[src/rtl/regfile_scoreboard_if.sv]
// rtl/regfile_scoreboard_if.sv - ID read, issue and WB write bundle for the register file
`ifndef WORDLENGTH
`define WORDLENGTH 32
`endif

interface regfile_scoreboard_if #(
  parameter int W     = `WORDLENGTH,
  parameter int ADDRW = 5
);
  logic [ADDRW-1:0] rs_addr;
  logic [ADDRW-1:0] rt_addr;
  logic [W-1:0]     rs_data;
  logic [W-1:0]     rt_data;
  logic             issue_valid;
  logic             issue_regwrite;
  logic [ADDRW-1:0] issue_rd;
  logic             wb_regwrite;
  logic [ADDRW-1:0] wb_rd;
  logic [W-1:0]     wb_data;
  logic             hazard;
  logic             sb_err;

  modport master (
    output rs_addr, rt_addr, issue_valid, issue_regwrite, issue_rd,
           wb_regwrite, wb_rd, wb_data,
    input  rs_data, rt_data, hazard, sb_err
  );

  modport slave (
    input  rs_addr, rt_addr, issue_valid, issue_regwrite, issue_rd,
           wb_regwrite, wb_rd, wb_data,
    output rs_data, rt_data, hazard, sb_err
  );
endinterface

[src/rtl/regfile_scoreboard.sv]
// rtl/regfile_scoreboard.sv - MIPS register file with per-register pending-write scoreboard
// Optional write-through bypass with hazard suppression: REGFILE_BYPASS_EN.
`ifndef WORDLENGTH
`define WORDLENGTH 32
`endif

module regfile_scoreboard #(
  parameter int NREGS = 32,
  parameter int ADDRW = 5,
  parameter int PENDW = 2,
  parameter int W     = `WORDLENGTH
) (
  input logic              clk,
  input logic              reset,
  regfile_scoreboard_if.slave rf
);

  localparam logic [PENDW-1:0] PEND_MAX = '1;
  localparam logic [PENDW-1:0] PEND_ONE = PENDW'(1);

  logic [W-1:0]     regs_q [NREGS];
  logic [W-1:0]     regs_d [NREGS];
  logic [PENDW-1:0] pend_q [NREGS];
  logic [PENDW-1:0] pend_d [NREGS];
  logic             sb_err_q, sb_err_d;

  logic inc, dec, same_reg;
  logic rs_pend, rt_pend;

  assign inc      = rf.issue_valid & rf.issue_regwrite & (rf.issue_rd != '0);
  assign dec      = rf.wb_regwrite & (rf.wb_rd != '0);
  assign same_reg = inc & dec & (rf.issue_rd == rf.wb_rd);

  always_comb begin
    regs_d   = regs_q;
    pend_d   = pend_q;
    sb_err_d = sb_err_q;
    if (dec) regs_d[rf.wb_rd] = rf.wb_data;
    // A same-register issue and retire cancel; overflow/underflow saturate and flag.
    if (!same_reg) begin
      if (inc) begin
        if (pend_q[rf.issue_rd] == PEND_MAX) sb_err_d = 1'b1;
        else pend_d[rf.issue_rd] = pend_q[rf.issue_rd] + PEND_ONE;
      end
      if (dec) begin
        if (pend_q[rf.wb_rd] == '0) sb_err_d = 1'b1;
        else pend_d[rf.wb_rd] = pend_q[rf.wb_rd] - PEND_ONE;
      end
    end
  end

  always_ff @(posedge clk) begin
    if (reset) begin
      for (int i = 0; i < NREGS; i++) begin
        regs_q[i] <= '0;
        pend_q[i] <= '0;
      end
      sb_err_q <= 1'b0;
    end else begin
      regs_q   <= regs_d;
      pend_q   <= pend_d;
      sb_err_q <= sb_err_d;
    end
  end

  always_comb begin
    rs_pend = (rf.rs_addr != '0) && (pend_q[rf.rs_addr] != '0);
    rt_pend = (rf.rt_addr != '0) && (pend_q[rf.rt_addr] != '0);
`ifdef REGFILE_BYPASS_EN
    // The last outstanding write retiring now is forwarded, so it no longer blocks ID.
    if (dec && (rf.wb_rd == rf.rs_addr) && (pend_q[rf.rs_addr] == PEND_ONE)) rs_pend = 1'b0;
    if (dec && (rf.wb_rd == rf.rt_addr) && (pend_q[rf.rt_addr] == PEND_ONE)) rt_pend = 1'b0;
`endif
  end

`ifdef REGFILE_BYPASS_EN
  logic byp_rs, byp_rt;
  assign byp_rs     = dec & ~reset & (rf.wb_rd == rf.rs_addr);
  assign byp_rt     = dec & ~reset & (rf.wb_rd == rf.rt_addr);
  assign rf.rs_data = byp_rs ? rf.wb_data : regs_q[rf.rs_addr];
  assign rf.rt_data = byp_rt ? rf.wb_data : regs_q[rf.rt_addr];
`else
  assign rf.rs_data = regs_q[rf.rs_addr];
  assign rf.rt_data = regs_q[rf.rt_addr];
`endif

  assign rf.hazard = rs_pend | rt_pend;
  assign rf.sb_err = sb_err_q;

endmodule
[src/flat_wrapper.sv]
// flat-port wrapper written by rule: the top's interface ports become plain ports
module regfile_scoreboard_flat 
#(
  parameter int NREGS = 32,
  parameter int ADDRW = 5,
  parameter int PENDW = 2,
  parameter int W     = `WORDLENGTH
)
  (clk, reset, rf_rs_addr, rf_rt_addr, rf_issue_valid, rf_issue_regwrite, rf_issue_rd, rf_wb_regwrite, rf_wb_rd, rf_wb_data, rf_rs_data, rf_rt_data, rf_hazard, rf_sb_err);
  regfile_scoreboard_if #(.W(W), .ADDRW(ADDRW)) rf_i ();
  input logic clk;
  input logic reset;
  input wire logic [$bits(rf_i.rs_addr)-1:0] rf_rs_addr;
  input wire logic [$bits(rf_i.rt_addr)-1:0] rf_rt_addr;
  input wire logic [$bits(rf_i.issue_valid)-1:0] rf_issue_valid;
  input wire logic [$bits(rf_i.issue_regwrite)-1:0] rf_issue_regwrite;
  input wire logic [$bits(rf_i.issue_rd)-1:0] rf_issue_rd;
  input wire logic [$bits(rf_i.wb_regwrite)-1:0] rf_wb_regwrite;
  input wire logic [$bits(rf_i.wb_rd)-1:0] rf_wb_rd;
  input wire logic [$bits(rf_i.wb_data)-1:0] rf_wb_data;
  output wire logic [$bits(rf_i.rs_data)-1:0] rf_rs_data;
  output wire logic [$bits(rf_i.rt_data)-1:0] rf_rt_data;
  output wire logic [$bits(rf_i.hazard)-1:0] rf_hazard;
  output wire logic [$bits(rf_i.sb_err)-1:0] rf_sb_err;
  assign rf_i.rs_addr = rf_rs_addr;
  assign rf_i.rt_addr = rf_rt_addr;
  assign rf_i.issue_valid = rf_issue_valid;
  assign rf_i.issue_regwrite = rf_issue_regwrite;
  assign rf_i.issue_rd = rf_issue_rd;
  assign rf_i.wb_regwrite = rf_wb_regwrite;
  assign rf_i.wb_rd = rf_wb_rd;
  assign rf_i.wb_data = rf_wb_data;
  assign rf_rs_data = rf_i.rs_data;
  assign rf_rt_data = rf_i.rt_data;
  assign rf_hazard = rf_i.hazard;
  assign rf_sb_err = rf_i.sb_err;
  regfile_scoreboard #(.NREGS(NREGS), .ADDRW(ADDRW), .PENDW(PENDW), .W(W)) u_core (.clk(clk), .reset(reset), .rf(rf_i));
endmodule
[config.mk]
export PLATFORM = sky130hd
export DESIGN_NAME = regfile_scoreboard_flat
export DESIGN_NICKNAME = d
export VERILOG_FILES = /design/src/rtl/regfile_scoreboard_if.sv /design/src/rtl/regfile_scoreboard.sv /design/src/flat_wrapper.sv
export SDC_FILE = /design/constraint.sdc
export NUM_CORES = 2
export LEC_CHECK = 0
export CORE_AREA = 4 4 382 384
export CTS_CLUSTER_DIAMETER = 150
export CTS_CLUSTER_SIZE = 14
export DETAILED_ROUTE_END_ITERATION = 12
export DIE_AREA = 0 0 386 388
export MAX_ROUTING_LAYER = met4
export PLACE_DENSITY = 0.58
export SLEW_MARGIN = 10
export SYNTH_ARGS = -nofsm -noshare
export SYNTH_HDL_FRONTEND = slang
export SYNTH_SLANG_ARGS = --single-unit
[constraint.sdc]
create_clock -name clk -period 4.8 [get_ports clk]
set_clock_uncertainty 0.15 [all_clocks]
set_input_delay 0.96 -clock clk [delete_from_list [all_inputs] [get_ports clk]]
set_output_delay 0.96 -clock clk [all_outputs]
set_load 0.005 [all_outputs]
Word-level counts from Yosys, hierarchy flattened

Index checks and enable logic that the tools add are counted.
W data, S select, Z words.

Add/subtract/negate cells: 2
Magnitude comparators: 6
Equality and inequality tests: 2
Muxes and demuxes: 36
Bitwise operators: 10
Reductions and logical operators: 11

Operators with widths:

| kind                  | count |
|---|---|
| $bwmux W1024          | 1 |
| $bmux W32 S5          | 2 |
| $mux W64              | 5 |
| $demux W32 S5         | 1 |
| $mux W32              | 5 |
| $bwmux W64            | 2 |
| $bmux W2 S5           | 4 |
| $ge A6 B6 Y1 const B  | 4 |
| $not A5 Y6            | 4 |
| $demux W2 S5          | 2 |
| $mux W2               | 10 |
| $reduce_bool A5 Y1    | 4 |
| $lt A6 B1 Y1 const B  | 2 |
| $and A1 B1 Y1         | 5 |
| $eq A5 B5 Y1          | 1 |
| $logic_and A1 B1 Y1   | 4 |
| $mux W1               | 4 |
| $reduce_bool A2 Y1    | 2 |
| $add A2 B1 Y2 const B | 1 |
| $eq A2 B2 Y1 const B  | 1 |
| $logic_not A2 Y1      | 1 |
| $sub A2 B1 Y2 const B | 1 |
| $or A1 B1 Y1          | 1 |

Flip-flop bits (word level): 1,089
Logic and storage cells: 132

Logic depth before layout (Yosys ltp)

Word-level depth: 12
Gate-level depth with buffers: 16

Least setup slack after synthesis

OpenSTA, ideal clock, no wires.

Kind: input -> register
Start point: in rf_issue_rd[1]
End point: reg u_core.pend_q[10] in the netlist's numbering
Setup time: 119 ps
Arrival: 4,019 ps
Required time: 4,531 ps
Setup slack: 512 ps
Cell stages on the path: 13
Buffers on the path: 5
Cells stage by stage: buf_4 -> buf_4 -> buf_1 -> mux4_2 -> a22oi_1 -> nand4_1 -> ha_1 -> nand3b_1 -> or3_1 -> clkbuf_1 -> or3_1 -> buf_2 -> o221a_1

Cells in the longest elaborated chain, start to end: 12
Elaborated cells on any way between the ends: 23
Classes of those cells: 1 x add/sub; 2 x order compare; 2 x eq/ne; 12 x mux; 4 x bitwise; 2 x reduce/logical

RTL lines:

| element                                                                     | line                                               | text |
|---|---|---|
| start, declared                                                             | flat_wrapper.sv:17                                 | `input wire logic [$bits(rf_i.issue_rd)-1:0] rf_issue_rd;` |
| $not A5 Y6 (implied by the code)                                            | regfile_scoreboard.sv:42, regfile_scoreboard.sv:43 |  |
| $bmux W2 S5 (tied with other cells)                                         | regfile_scoreboard.sv:42, regfile_scoreboard.sv:43 |  |
| $mux W2 (implied by the code) / $logic_and A1 B1 Y1 (equally long branches) | regfile_scoreboard.sv:42, regfile_scoreboard.sv:43 |  |
| $mux W2, on equally long branches                                           | regfile_scoreboard.sv:42, regfile_scoreboard.sv:43 |  |
| $add A2 B1 Y2 / $demux W2 S5 (equally long branches)                        | regfile_scoreboard.sv:43                           | `else pend_d[rf.issue_rd] = pend_q[rf.issue_rd] + PEND_ONE;` |
| $bwmux W64                                                                  | regfile_scoreboard.sv:43                           |  |
| $mux W64                                                                    | regfile_scoreboard.sv:42                           | `if (pend_q[rf.issue_rd] == PEND_MAX) sb_err_d = 1'b1;` |
| $mux W64                                                                    | regfile_scoreboard.sv:41                           | `if (inc) begin` |
| $mux W64                                                                    | regfile_scoreboard.sv:40                           | `if (!same_reg) begin` |
| $bwmux W64                                                                  | regfile_scoreboard.sv:47                           | `else pend_d[rf.wb_rd] = pend_q[rf.wb_rd] - PEND_ONE;` |
| $mux W64                                                                    | regfile_scoreboard.sv:46                           | `if (pend_q[rf.wb_rd] == '0) sb_err_d = 1'b1;` |
| $mux W64                                                                    | regfile_scoreboard.sv:45                           | `if (dec) begin` |
| end signal, assigned                                                        | regfile_scoreboard.sv:61                           | `pend_q <= pend_d;` |
| end, declared                                                               | regfile_scoreboard.sv:23                           | `logic [PENDW-1:0] pend_q [NREGS];` |

Several ways; a longest one is shown, not always the timed one. The select of a mux whose other input is x is not followed.
A chain may end at the register's enable or synchronous reset.

Final worst setup path

Start point: in rf_rt_addr[0]
End point: out rf_hazard

Cells in the longest elaborated chain, start to end: 7
Elaborated cells on any way between the ends: 8
Classes of those cells: 3 x mux; 2 x bitwise; 3 x reduce/logical

RTL lines:

| element                                    | line                     | text |
|---|---|---|
| start, declared                            | flat_wrapper.sv:14       | `input wire logic [$bits(rf_i.rt_addr)-1:0] rf_rt_addr;` |
| $not A5 Y6 (implied by the code)           | regfile_scoreboard.sv:68 | `rt_pend = (rf.rt_addr != '0) && (pend_q[rf.rt_addr] != '0);` |
| $bmux W2 S5                                | regfile_scoreboard.sv:68 |  |
| $mux W2 (implied by the code) (2 in a row) | regfile_scoreboard.sv:68 |  |
| $reduce_bool A2 Y1                         | regfile_scoreboard.sv:68 |  |
| $logic_and A1 B1 Y1 (*)                    | regfile_scoreboard.sv:68 |  |
| $or A1 B1 Y1 (*)                           | regfile_scoreboard.sv:87 | `assign rf.hazard = rs_pend \| rt_pend;` |
| end, declared                              | flat_wrapper.sv:23       | `output wire logic [$bits(rf_i.hazard)-1:0] rf_hazard;` |

Mark *: on every way between the ends. The rest lies on a longest branch, timed or not. The select of a mux whose other input is x is not followed.

==> flow_metrics.env <==
export IMPL_antenna_found_initial=9
export IMPL_yosysUniqueCellTypes=68
export IMPL_p_per_area_nw_per_um2=277
export IMPL_synthArstFlopShare=0
export IMPL_crit_type="input pin to primary output"
export IMPL_grt_pass1_vias=46800
export IMPL_drtIter0Drc=6778
export IMPL_numCtsBuffers=87
export IMPL_worst_slew_pin_slew_ns=1.28
export IMPL_fin_hold_ws_ns=0.313
export IMPL_p_leak_nw=20.0
export IMPL_path_max_fanout=27
export IMPL_cts_htree_levels=3
export IMPL_vdd_drop_max_v=0.000269
export IMPL_post_place_cells=7791
export IMPL_worstSkewPairLatency_ns=0.72
export IMPL_outcome="finished, final reports clean"
export IMPL_finalSetupTns_ns=0
export IMPL_vias=49900
export IMPL_rsz0062_at_grt="false"
export IMPL_yosysWarnings=0
export IMPL_hold_start="u_core.regs_q[298]$_SDFFE_PP0P_"
export IMPL_cts_root_buf="clkbuf_16"
export IMPL_final_core_util=0.445
export IMPL_nNetsFinal=6036
export IMPL_start_util=0.397
export IMPL_gp_congestion=0.943
export IMPL_cts_setup_buffers=0
export IMPL_finalCritPeriodShare=0.963
export IMPL_reg2reg_from="u_core.pend_q[24]$_SDFFE_PP0N_"
export IMPL_drc_errors=0
export IMPL_crit_path_max_incr_delay_ns=0.53
export IMPL_wl_per_cell_um=29.8
export IMPL_grt_usage=0.316
export IMPL_fp_dieH_um=388
export IMPL_fmax_ghz=0.216
export IMPL_die_x_um=386
export IMPL_synth_nets=6169
export IMPL_syn2layout_area_growth_pct=11.9
export IMPL_port_buffers=122
export IMPL_n_fill_cell=13400
export IMPL_grt_pass1_wl_um=336000
export IMPL_yosysTopAreaCellShare=0.384
export IMPL_dieArea_um2=150000
export IMPL_instances_no_fill=7893
export IMPL_required_ns=3.69
export IMPL_cts_resized=0
export IMPL_end_kind="primary output"
export IMPL_synthTopCellsByCount="nand2_1, dfxtp_1, a21oi_1, mux4_2, clkbuf_1"
export IMPL_synth_edff_count=0
export IMPL_ios=123
export IMPL_synthFlopType="dfxtp_1"
export IMPL_synth_seq_cells=1089
export IMPL_grt_max_degree=181
export IMPL_cts_tree="yes"
export IMPL_maxCapViolCount=0
export IMPL_clkSinkCount=1089
export IMPL_finalHoldViolations=0
export IMPL_maxSlewViolCount=0
export IMPL_cts_clk_slew_worst_paths_ns=0.07
export IMPL_crit_start="rf_rt_addr[0]"
export IMPL_rows=139
export IMPL_dp_hpwl_um=138000
export IMPL_avgSynthCellArea_um2=9.29
export IMPL_cp_cell_sequence="buf_12 > buf_12 > mux4_2 > mux2i_1 > mux2i_1 > a22oi_1 > or4_1 > clkdlybuf4s50_1"
export IMPL_drive_gt1_frac=0.204
export IMPL_ant_nets=0
export IMPL_slowest_stage="mux4_2"
export IMPL_finalSetupViolCount=0
export IMPL_yosysMostFrequentCell="nand2_1"
export IMPL_clock_path_buffers=3
export IMPL_core_area_um2=143000
export IMPL_yosys_area_top_type="dfxtp_1"
export IMPL_synth_cells=6110
export IMPL_ctsHoldBuffers=0
export IMPL_wirelength_um=235000
export IMPL_netlist_area_um2=56700
export IMPL_dr_pass1_iters=5
export IMPL_arrival_ns=3.51
export IMPL_synth_area_leaders="dfxtp_1, mux4_2, nand2_1, a21oi_1, clkbuf_1"
export IMPL_ys_seq_area_frac=0.384
export IMPL_hold_class="flip-flop to flip-flop"
export IMPL_grt_overflow=0
export IMPL_period_needed_ns=4.62
export IMPL_relSlewSlack=0.144
export IMPL_start_kind="input pin"
export IMPL_vias_per_cell=6.33
cells in the final DEF (no fill, tap or decap), drive strengths merged, types with 12 or more instances in the layout:
master         instances
nor2                 122
o21ai                 43
inv                   12
clkbuf                89
dfxtp               1089
mux2i                 34
nand2               2071
a22oi                 17
o22ai                 29
clkdlybuf4s50        108
nor2b                 39
a211oi                22
buf                  299
o21bai                12
mux2                  69
nor3                  53
nand3                 25
mux4                 668
a21oi               1041
power breakdown:
group	internal [W]	total, W	switching, W
combinational	0.000607	0.00171	0.00111
sequential	0.00910	0.00915	0.0000551
clock	0.00328	0.00673	0.00345
total	0.0130	0.0176	0.00461
stage by stage:
stage / cell area, um2 / total power, W / setup slack [ns]
floorplan: 56700 / 0.0104 / 0.512
global placement: 61200 / 0.0110 / 0.137
detailed placement: 61200 / 0.0110 / 0.128
CTS: 63500 / 0.0176 / 0.127
global route: 63500 / 0.0180 / 0.0690
finish: 63500 / 0.0176 / 0.176
layout make-up:
class,instances,area [um2],area share
multi-input cells,4381,32500,0.512
flip-flops and latches,1089,21800,0.343
repair buffers,407,4460,0.0703
well taps,1903,2380,0.0375
clock buffers,89,2230,0.0351
clock inverters,4,46.3,0.000729
inverters,11,46.3,0.000729
diodes,9,22.5,0.000355
sequential cells by signal (all words and copies together) (netlist names):
register and flops:
u_core.regs_q 1024, u_core.pend_q 64, u_core.rf.sb_err 1
logic make-up after synthesis:
family                     share of synthesized area
and+or+nand+nor                                0.166
adders and majority gates                   0.000441
DFF                                            0.384
buffers and inverters                         0.0488
muxes                                          0.285
AOI/OAI and AO/OA                              0.115
xor gates and xnor gates                    0.000772
routing by layer:
layer / wire, um / vias to the layer above / track usage
li1: - / 21300 / -
met1: 88400 / 24700 / 0.398
met2: 106000 / 3156 / 0.469
met3: 25800 / 799 / 0.0745
met4: 15100 / 0 / 0.170
met5: 0 / - / -
path summary, 6_finish.rpt:
path / to / slack, ns / cells after the start
worst max-delay path: rf_hazard / 0.18 / 8
worst min-delay path: u_core.regs_q[298]$_SDFFE_PP0P_ / 0.31 / 2
worst max register to register: u_core.pend_q[30]$_SDFFE_PP0N_ / 1.48 / 12
worst min register to register: u_core.regs_q[298]$_SDFFE_PP0P_ / 0.31 / 2
critical path, delay by kind of cell:
| kind | cells | cell delay, ns |
|---|---|---|
| buffers and inverters | 3 | 1.05 |
| muxes | 3 | 1.03 |
| AOI/OAI and AO/OA | 1 | 0.23 |
| and+or+nand+nor | 1 | 0.17 |
No activity file was read; power rests on OpenSTA's default activity.
